===== src/rtl/tt_harness_pkg.sv =====
// ============================================================================
// Module   : tt_harness_pkg
// Purpose  : Shared types and constants for the TinyTapeout loopback checker.
// Revision : 1.0
// ============================================================================
`default_nettype none

package tt_harness_pkg;

    typedef enum logic [1:0] {
        IDLE  = 2'd0,
        RUN   = 2'd1,
        DRAIN = 2'd2,
        DONE  = 2'd3
    } state_t;

    localparam logic        PAT_COUNT  = 1'b0;
    localparam logic        PAT_LFSR   = 1'b1;
    localparam logic [15:0] NO_ERR_IDX = 16'hFFFF;

    localparam logic [31:0] TAPS_W8    = 32'h0000_00B8;
    localparam logic [31:0] TAPS_W16   = 32'h0000_B400;

    // Known-good maximal-length tap masks; other widths fall back to the 8-bit mask.
    function automatic logic [31:0] default_taps(input int width);
        if (width == 16) begin
            return TAPS_W16;
        end
        return TAPS_W8;
    endfunction

endpackage

`default_nettype wire


===== src/rtl/tt_pattern_gen.sv =====
// ============================================================================
// Module   : tt_pattern_gen
// Purpose  : Stimulus pattern source: seed load, counter or Fibonacci LFSR step.
// Revision : 1.0
// ============================================================================
`default_nettype none

module tt_pattern_gen
    import tt_harness_pkg::*;
#(
    parameter int                DATA_W    = 8,
    parameter logic [DATA_W-1:0] LFSR_TAPS = DATA_W'(TAPS_W8)
) (
    input  wire logic              clk,
    input  wire logic              rst,
    input  wire logic              load_i,
    input  wire logic              step_i,
    input  wire logic              mode_i,
    input  wire logic [DATA_W-1:0] seed_i,
    output logic      [DATA_W-1:0] value_o
);

    logic              mode_q;
    logic [DATA_W-1:0] value_q;
    logic [DATA_W-1:0] value_d;
    logic [DATA_W-1:0] w_lfsr_next;
    logic [DATA_W-1:0] w_load_val;

    generate
        if (DATA_W == 1) begin : g_lfsr_w1
            assign w_lfsr_next = ^(value_q & LFSR_TAPS);
        end else begin : g_lfsr_wn
            assign w_lfsr_next = {value_q[DATA_W-2:0], ^(value_q & LFSR_TAPS)};
        end
    endgenerate

    // An all-zero LFSR state would never leave zero, so it is replaced by 1.
    assign w_load_val = ((mode_i == PAT_LFSR) && (seed_i == '0)) ? DATA_W'(1) : seed_i;

    always_comb begin
        value_d = value_q;
        if (load_i) begin
            value_d = w_load_val;
        end else if (step_i) begin
            value_d = (mode_q == PAT_LFSR) ? w_lfsr_next : value_q + DATA_W'(1);
        end
    end

    always_ff @(posedge clk) begin
        if (rst) begin
            value_q <= '0;
            mode_q  <= PAT_COUNT;
        end else begin
            value_q <= value_d;
            if (load_i) begin
                mode_q <= mode_i;
            end
        end
    end

    assign value_o = value_q;

endmodule

`default_nettype wire


===== config.mk =====
export PLATFORM = sky130hd
export DESIGN_NAME = tt_pattern_gen
export DESIGN_NICKNAME = d
export VERILOG_FILES = /design/src/rtl/tt_harness_pkg.sv /design/src/rtl/tt_pattern_gen.sv
export SDC_FILE = /design/constraint.sdc
export NUM_CORES = 1
export LEC_CHECK = 0
export CELL_PAD_IN_SITES_DETAIL_PLACEMENT = 1
export CELL_PAD_IN_SITES_GLOBAL_PLACEMENT = 1
export CORE_ASPECT_RATIO = 0.75
export CORE_MARGIN = 5
export CORE_UTILIZATION = 32
export CTS_CLUSTER_SIZE = 8
export DETAILED_ROUTE_END_ITERATION = 10
export HOLD_SLACK_MARGIN = 0.12
export PLACE_DENSITY_LB_ADDON = 0.1
export SLEW_MARGIN = 10
export SYNTH_ARGS = -nofsm -noshare
export SYNTH_HDL_FRONTEND = slang
export SYNTH_SLANG_ARGS = --single-unit
export TNS_END_PERCENT = 5

===== constraint.sdc =====
create_clock -name clk -period 1.83 [get_ports clk]
set_input_delay 0.2745 -clock clk [delete_from_list [all_inputs] [get_ports clk]]
set_output_delay 0.2745 -clock clk [all_outputs]
set_load 0.02 [all_outputs]

# --- After elaboration in Yosys (flattened, before gate mapping) ---
# Cells that the tools add are included.
# Widths: inputs -> output; s select.
classes:
  reduce_logical: 4
  add_sub_neg: 1
  mux: 4
op_table:
  columns: ["operator", "count"]
  rows:
  - ["$mux 8", 4]
  - ["$add 8x1->8 const B", 1]
  - ["$logic_not 8->1", 1]
  - ["$reduce_xor 8->1", 1]
  - ["$reduce_bool 2->1", 1]
  - ["$logic_and 1x1->1", 1]
word_totals:
  wordCells: 11
  register_bits: 9
  in_bits: 13
  output_inout_bits: 8

# --- Depth between registers and ports, before layout ---
logic_depth:
  word_depth: 4
  depth_mapped: 5
  depth_no_buf: 5

# --- Worst setup path after synthesis ---
# Ideal clock, no wire load.
synth_path:
  path_kind: "flip-flop to flip-flop"
  from: "register value_q[5], in the netlist value_o[5]"
  to: "register value_q[0], in the netlist value_o[0]"
  stages_incl_launch_ff: 6
  path_buffers: 0
  setup_ns: 0.086
  required_time_ns: 1.744
  arrival_time_ns: 1.433
  setup_slack_ns: 0.312
  period_less_slack_ns: 1.518
  cell_sequence: "dfxtp_1 -> ha_1 -> xnor2_1 -> xnor2_1 -> o221ai_1 -> a211oi_1"
synth_between:
  elab_chain_cells: 4
synth_rtl:
  columns: ["element", "line", "rtl"]
  rows:
  - ["start, declared", "tt_pattern_gen.sv:24", "logic [DATA_W-1:0] value_q;"]
  - ["start signal, assigned", "tt_pattern_gen.sv:54", "value_q <= value_d;"]
  - ["$reduce_xor 8->1", "tt_pattern_gen.sv:33", "assign w_lfsr_next = {value_q[DATA_W-2:0], ^(value_q & LFSR_TAPS)};"]
  - ["$mux 8", "tt_pattern_gen.sv:45", "value_d = (mode_q == PAT_LFSR) ? w_lfsr_next : value_q + DATA_W'(1);"]
  - ["$mux 8", "tt_pattern_gen.sv:44", "end else if (step_i) begin"]
  - ["$mux 8", "tt_pattern_gen.sv:42", "if (load_i) begin"]
# Every way passes these cells. The select of a mux whose other input is x is not followed.
# A chain may end at the register's enable or synchronous reset.

# --- Final worst setup path ---
layout_path:
  from: "register value_q[3], in the netlist value_o[3]"
  to: "output value_o[3]"
layout_lines:
  columns: ["element", "line", "rtl"]
  rows:
  - ["end, declared", "tt_pattern_gen.sv:20", "output logic [DATA_W-1:0] value_o"]
# No word-level cell between the ends.

==> results summary <==
The buffer count from post-CTS setup fixing is 0. Once detailed placement completed, the half-perimeter wirelength came to 1480 um. The height of the die came out at 50.2 um. The area growth from synthesis to layout is 31.5%. At the pin with the least slew margin, the transition time is 433 ps.

The average cell area after synthesis came out at 8.22 um2. The maximum number of pins on one net before global-route repair is 13. The worst reg-to-reg path cell count is 5.

The worst register-to-register path has a setup slack of 280 ps. The total count of hold-check failures in the final report is 0. The standard cell core area came out at 2030 um2. The count of hold-fix buffers inserted at cts is 0. For this design the top-level I/O count stands at 21. In this run the critical register-to-register path is launched from value_o[4]$_SDFFE_PP0P_. The clock period minus worst slack is 1740 ps.

The clock net in this run drives a total of 9 sinks. The first detailed-routing pass took 5 iterations. By area, the combinational part of the netlist is dominated by compound AO/OA/AOI/OAI gates.

STA puts the critical path data required time at 1560 ps. The kind of start point of the critical path is a flop. The routed wirelength normalized by instance count is 14.8 um. The worst slew slack as a fraction of its limit came out at 71.1%. The area fraction in and, or, nand and nor cells after synthesis came out at 23.0%. Wires add up to 1910 um.

Max-cap violations in this run came to 0. Setup repair after global routing left no endpoint under its margin. The CTS clock-pin slew for the worst setup and hold paths is 60 ps. The xor and xnor area share after synthesis came out at 2.54%. In the final layout, the share of cells above drive strength 1 is 10.5%. The critical path's largest stage delay came out at 680 ps. The latest clock arrival within the worst-skew pair came out at 260 ps.

The total congestion overflow is 0. The filler cell count is 257. The number of synthesized flops with an enable pin came out at 0. The worst-case IR drop observed on VDD is 0.000351 V.

The die width came out at 63.6 um. The most used flip-flop cell after synthesis is sky130_fd_sc_hd__dfxtp_1. For this design, the slowest cell found on the critical path is sky130_fd_sc_hd__clkdlybuf4s50_1. Once detail routing completed, the nets flagged for antenna violations numbered 0. Dividing the detail-routed via count by the number of cells gives 5.37.

Once the floorplan was initialized, standard cells occupied 34.0% of the core. The number of synthesized register bits is 9. The number of different library cells in the post-synthesis netlist is 38. TritonCTS created 3 clock buffers.

The total nets after synthesis is 99. The static leakage came out at 0.344 nW. The cell area that synthesis handed to floorplanning was 691 um2. The number of H-tree branching levels came out at 1. The worst-case clock skew is 2.24 ps. The cell count after synthesis came out at 84. The site row count came out at 14. Ranked by total cell area, the synthesized netlist is headed by sky130_fd_sc_hd__dfxtp_1 (26%), sky130_fd_sc_hd__buf_6 (6.5%), sky130_fd_sc_hd__mux2i_1 (5.8%). Sequential cells were found to cover 26.1% of the synthesized design area. The critical path goes through clkdlybuf4s50_1. STA classifies the critical path endpoint as an output port. The via count of the first global-routing pass is 679. The category of the most critical setup path is reg -> out. The worst register-to-register path ends at value_o[0]$_SDFFE_PP0P_. The number of inserted diodes is 0.

The worst min-delay path category is reg -> reg. The max-slew violation count is 0. Summed over all instances, the cell type with the most area after synthesis is sky130_fd_sc_hd__dfxtp_1. The number of synthesis warnings is 0. The total vias in the final route is 693.

The cell type group with the largest total delay on the critical path is buffers and inverters. TritonCTS built the clock tree. Counting along the longest clock path gives a buffer depth of 2. The mux share of post-synthesis cell area came out at 5.80%. The congestion estimate from routability-driven global placement came to 0.754. The final period utilization is 95.2%. The complex-gate fraction of the synthesized area came out at 27.2%.

The share of flip-flops with an asynchronous set or reset after synthesis is 0%. Of all nets on the critical path, the largest fanout is 9. The total power is 560 uW. Tracing the worst setup path back leads to its startpoint at value_o[3]$_SDFFE_PP0P_.

The combined flip-flop and latch cell area is 181 um2. The number of remaining DRC errors came out at 0. The global routing usage summed across all routing layers came out at 12.6%. The total stage count of the critical path is 1. The synthesized-area fraction occupied by adder cells came out at 3.62%. The die outline area is 3200 um2. The footprint of the multi-input gates came out at 429 um2. The area share of the largest cell type after synthesis came out at 26.1%. After the first detailed-routing iteration, the DRC count stood at 7. The setup TNS is 0 ps. The number of buffer cells added on primary ports came out at 20. The run finished with clean final reports. The power density over the cells is 617 nW/um2.

The first global-routing pass estimated 3110 um of wire. The most critical setup path has its endpoint at value_o[3]. The count of nets after finishing came out at 121. The fmax is 574 MHz.

The data arrival time at the worst-slack endpoint is 1470 ps. The initial antenna violation count came to 0. In this run the clock root is driven by a sky130_fd_sc_hd__clkbuf_4. The final setup violation count is 0.

The total buffers and inverters traversed by the critical path came out at 1.
==> worst min path at each step <==
| stage | startpoint | end | slack (ps) | depth (start not counted) |
|---|---|---|---|---|
| floorplan | seed_i[4] | value_o[4]$_SDFFE_PP0P_ | 420 | 2 |
| global placement | value_o[3]$_SDFFE_PP0P_ | value_o[3]$_SDFFE_PP0P_ | 620 | 2 |
| detailed placement | value_o[3]$_SDFFE_PP0P_ | value_o[3]$_SDFFE_PP0P_ | 630 | 2 |
| CTS | seed_i[4] | value_o[4]$_SDFFE_PP0P_ | 620 | 3 |
| global route | seed_i[2] | value_o[2]$_SDFFE_PP0P_ | 650 | 3 |
| finish | value_o[2]$_SDFFE_PP0P_ | value_o[3]$_SDFFE_PP0P_ | 610 | 2 |
==> cell usage after synthesis, types with 2 or more instances <==
library cell,n
sky130_fd_sc_hd__dfxtp_1,9
sky130_fd_sc_hd__nand2_1,8
sky130_fd_sc_hd__nor2_1,8
sky130_fd_sc_hd__a21oi_1,5
sky130_fd_sc_hd__buf_6,4
sky130_fd_sc_hd__mux2i_1,4
sky130_fd_sc_hd__o21ai_1,4
sky130_fd_sc_hd__a211oi_1,3
sky130_fd_sc_hd__inv_1,3
sky130_fd_sc_hd__a31oi_1,2
sky130_fd_sc_hd__ha_1,2
sky130_fd_sc_hd__nand3_1,2
sky130_fd_sc_hd__nand3b_1,2
sky130_fd_sc_hd__o21bai_1,2
sky130_fd_sc_hd__o22ai_1,2
sky130_fd_sc_hd__xnor2_1,2
==> kinds of logic (layout without fill, tap and decap cells) <==
kind of cell,after synthesis,count (layout)
adders and majority gates,2,2
buffers and inverters,10,31
DFF,9,9
xor gates and xnor gates,2,2
muxes,4,4
and+or+nand+nor,29,29
AOI/OAI and AO/OA,28,28
==> routing by layer <==
| metal | vias up | share of wire [%] | global-route usage, % |
|---|---|---|---|
| met5 | - | 0 | 0 |
| met4 | 0 | 0.89 | 6.23 |
| met2 | 14 | 41 | 18.6 |
| met1 | 323 | 54 | 17.4 |
| met3 | 2 | 4.6 | 2.46 |
| li1 | 354 | - | - |
==> placed cells by master, fill, tap and decap left out, types with 2 or more instances in the layout <==
cell type	n
sky130_fd_sc_hd__mux2i_1	4
sky130_fd_sc_hd__nor2_1	8
sky130_fd_sc_hd__clkbuf_4	3
sky130_fd_sc_hd__dfxtp_1	8
sky130_fd_sc_hd__o21bai_1	2
sky130_fd_sc_hd__xnor2_1	2
sky130_fd_sc_hd__nand3_1	2
sky130_fd_sc_hd__a31oi_1	2
sky130_fd_sc_hd__a21oi_1	5
sky130_fd_sc_hd__inv_1	3
sky130_fd_sc_hd__ha_1	2
sky130_fd_sc_hd__nand3b_1	2
sky130_fd_sc_hd__clkdlybuf4s50_1	20
sky130_fd_sc_hd__o21ai_1	4
sky130_fd_sc_hd__nand2_1	8
sky130_fd_sc_hd__buf_4	4
sky130_fd_sc_hd__a211oi_1	3
sky130_fd_sc_hd__o22ai_1	2
==> area by class of cell <==
cell class,count,share of cell area (%)
Tap cell,24,3.31
Inverter,3,1.24
Timing Repair Buffer,24,25.3
Sequential cell,9,20.0
Multi-Input combinational cell,65,47.2
Clock buffer,4,2.89
==> state kept, by name, indices dropped and copies added (netlist names) <==
register and flops:
value_o 8, mode_q 1
==> repair_timing <==
action	in CTS	in global routing
gates resized for setup	0	1
setup endpoints to repair	0	1
hold endpoints to repair	0	0
==> stage by stage <==
stage / utilization (%) / cells / hold WS, ps / worst slack [ps] / instance area (um2)
after CTS: 44.6 / 129 / 620 / 60.3 / 907
final: 44.7 / 129 / 612 / 87.6 / 908
after global placement: 43.3 / 125 / 619 / 197 / 881
after detailed placement: 43.3 / 125 / 630 / 165 / 881
after global routing: 44.7 / 129 / 651 / 10.2 / 908
after floorplan: - / 84 / 416 / 312 / 691
==> where the power goes <==
| group | total (mW) | switching, mW | internal, mW |
|---|---|---|---|
| Combinational | 0.162 | 0.0759 | 0.0862 |
| Sequential | 0.241 | 0.0312 | 0.210 |
| Clock | 0.157 | 0.0726 | 0.0842 |
Note: power is estimated with default switching activity, not from simulation.
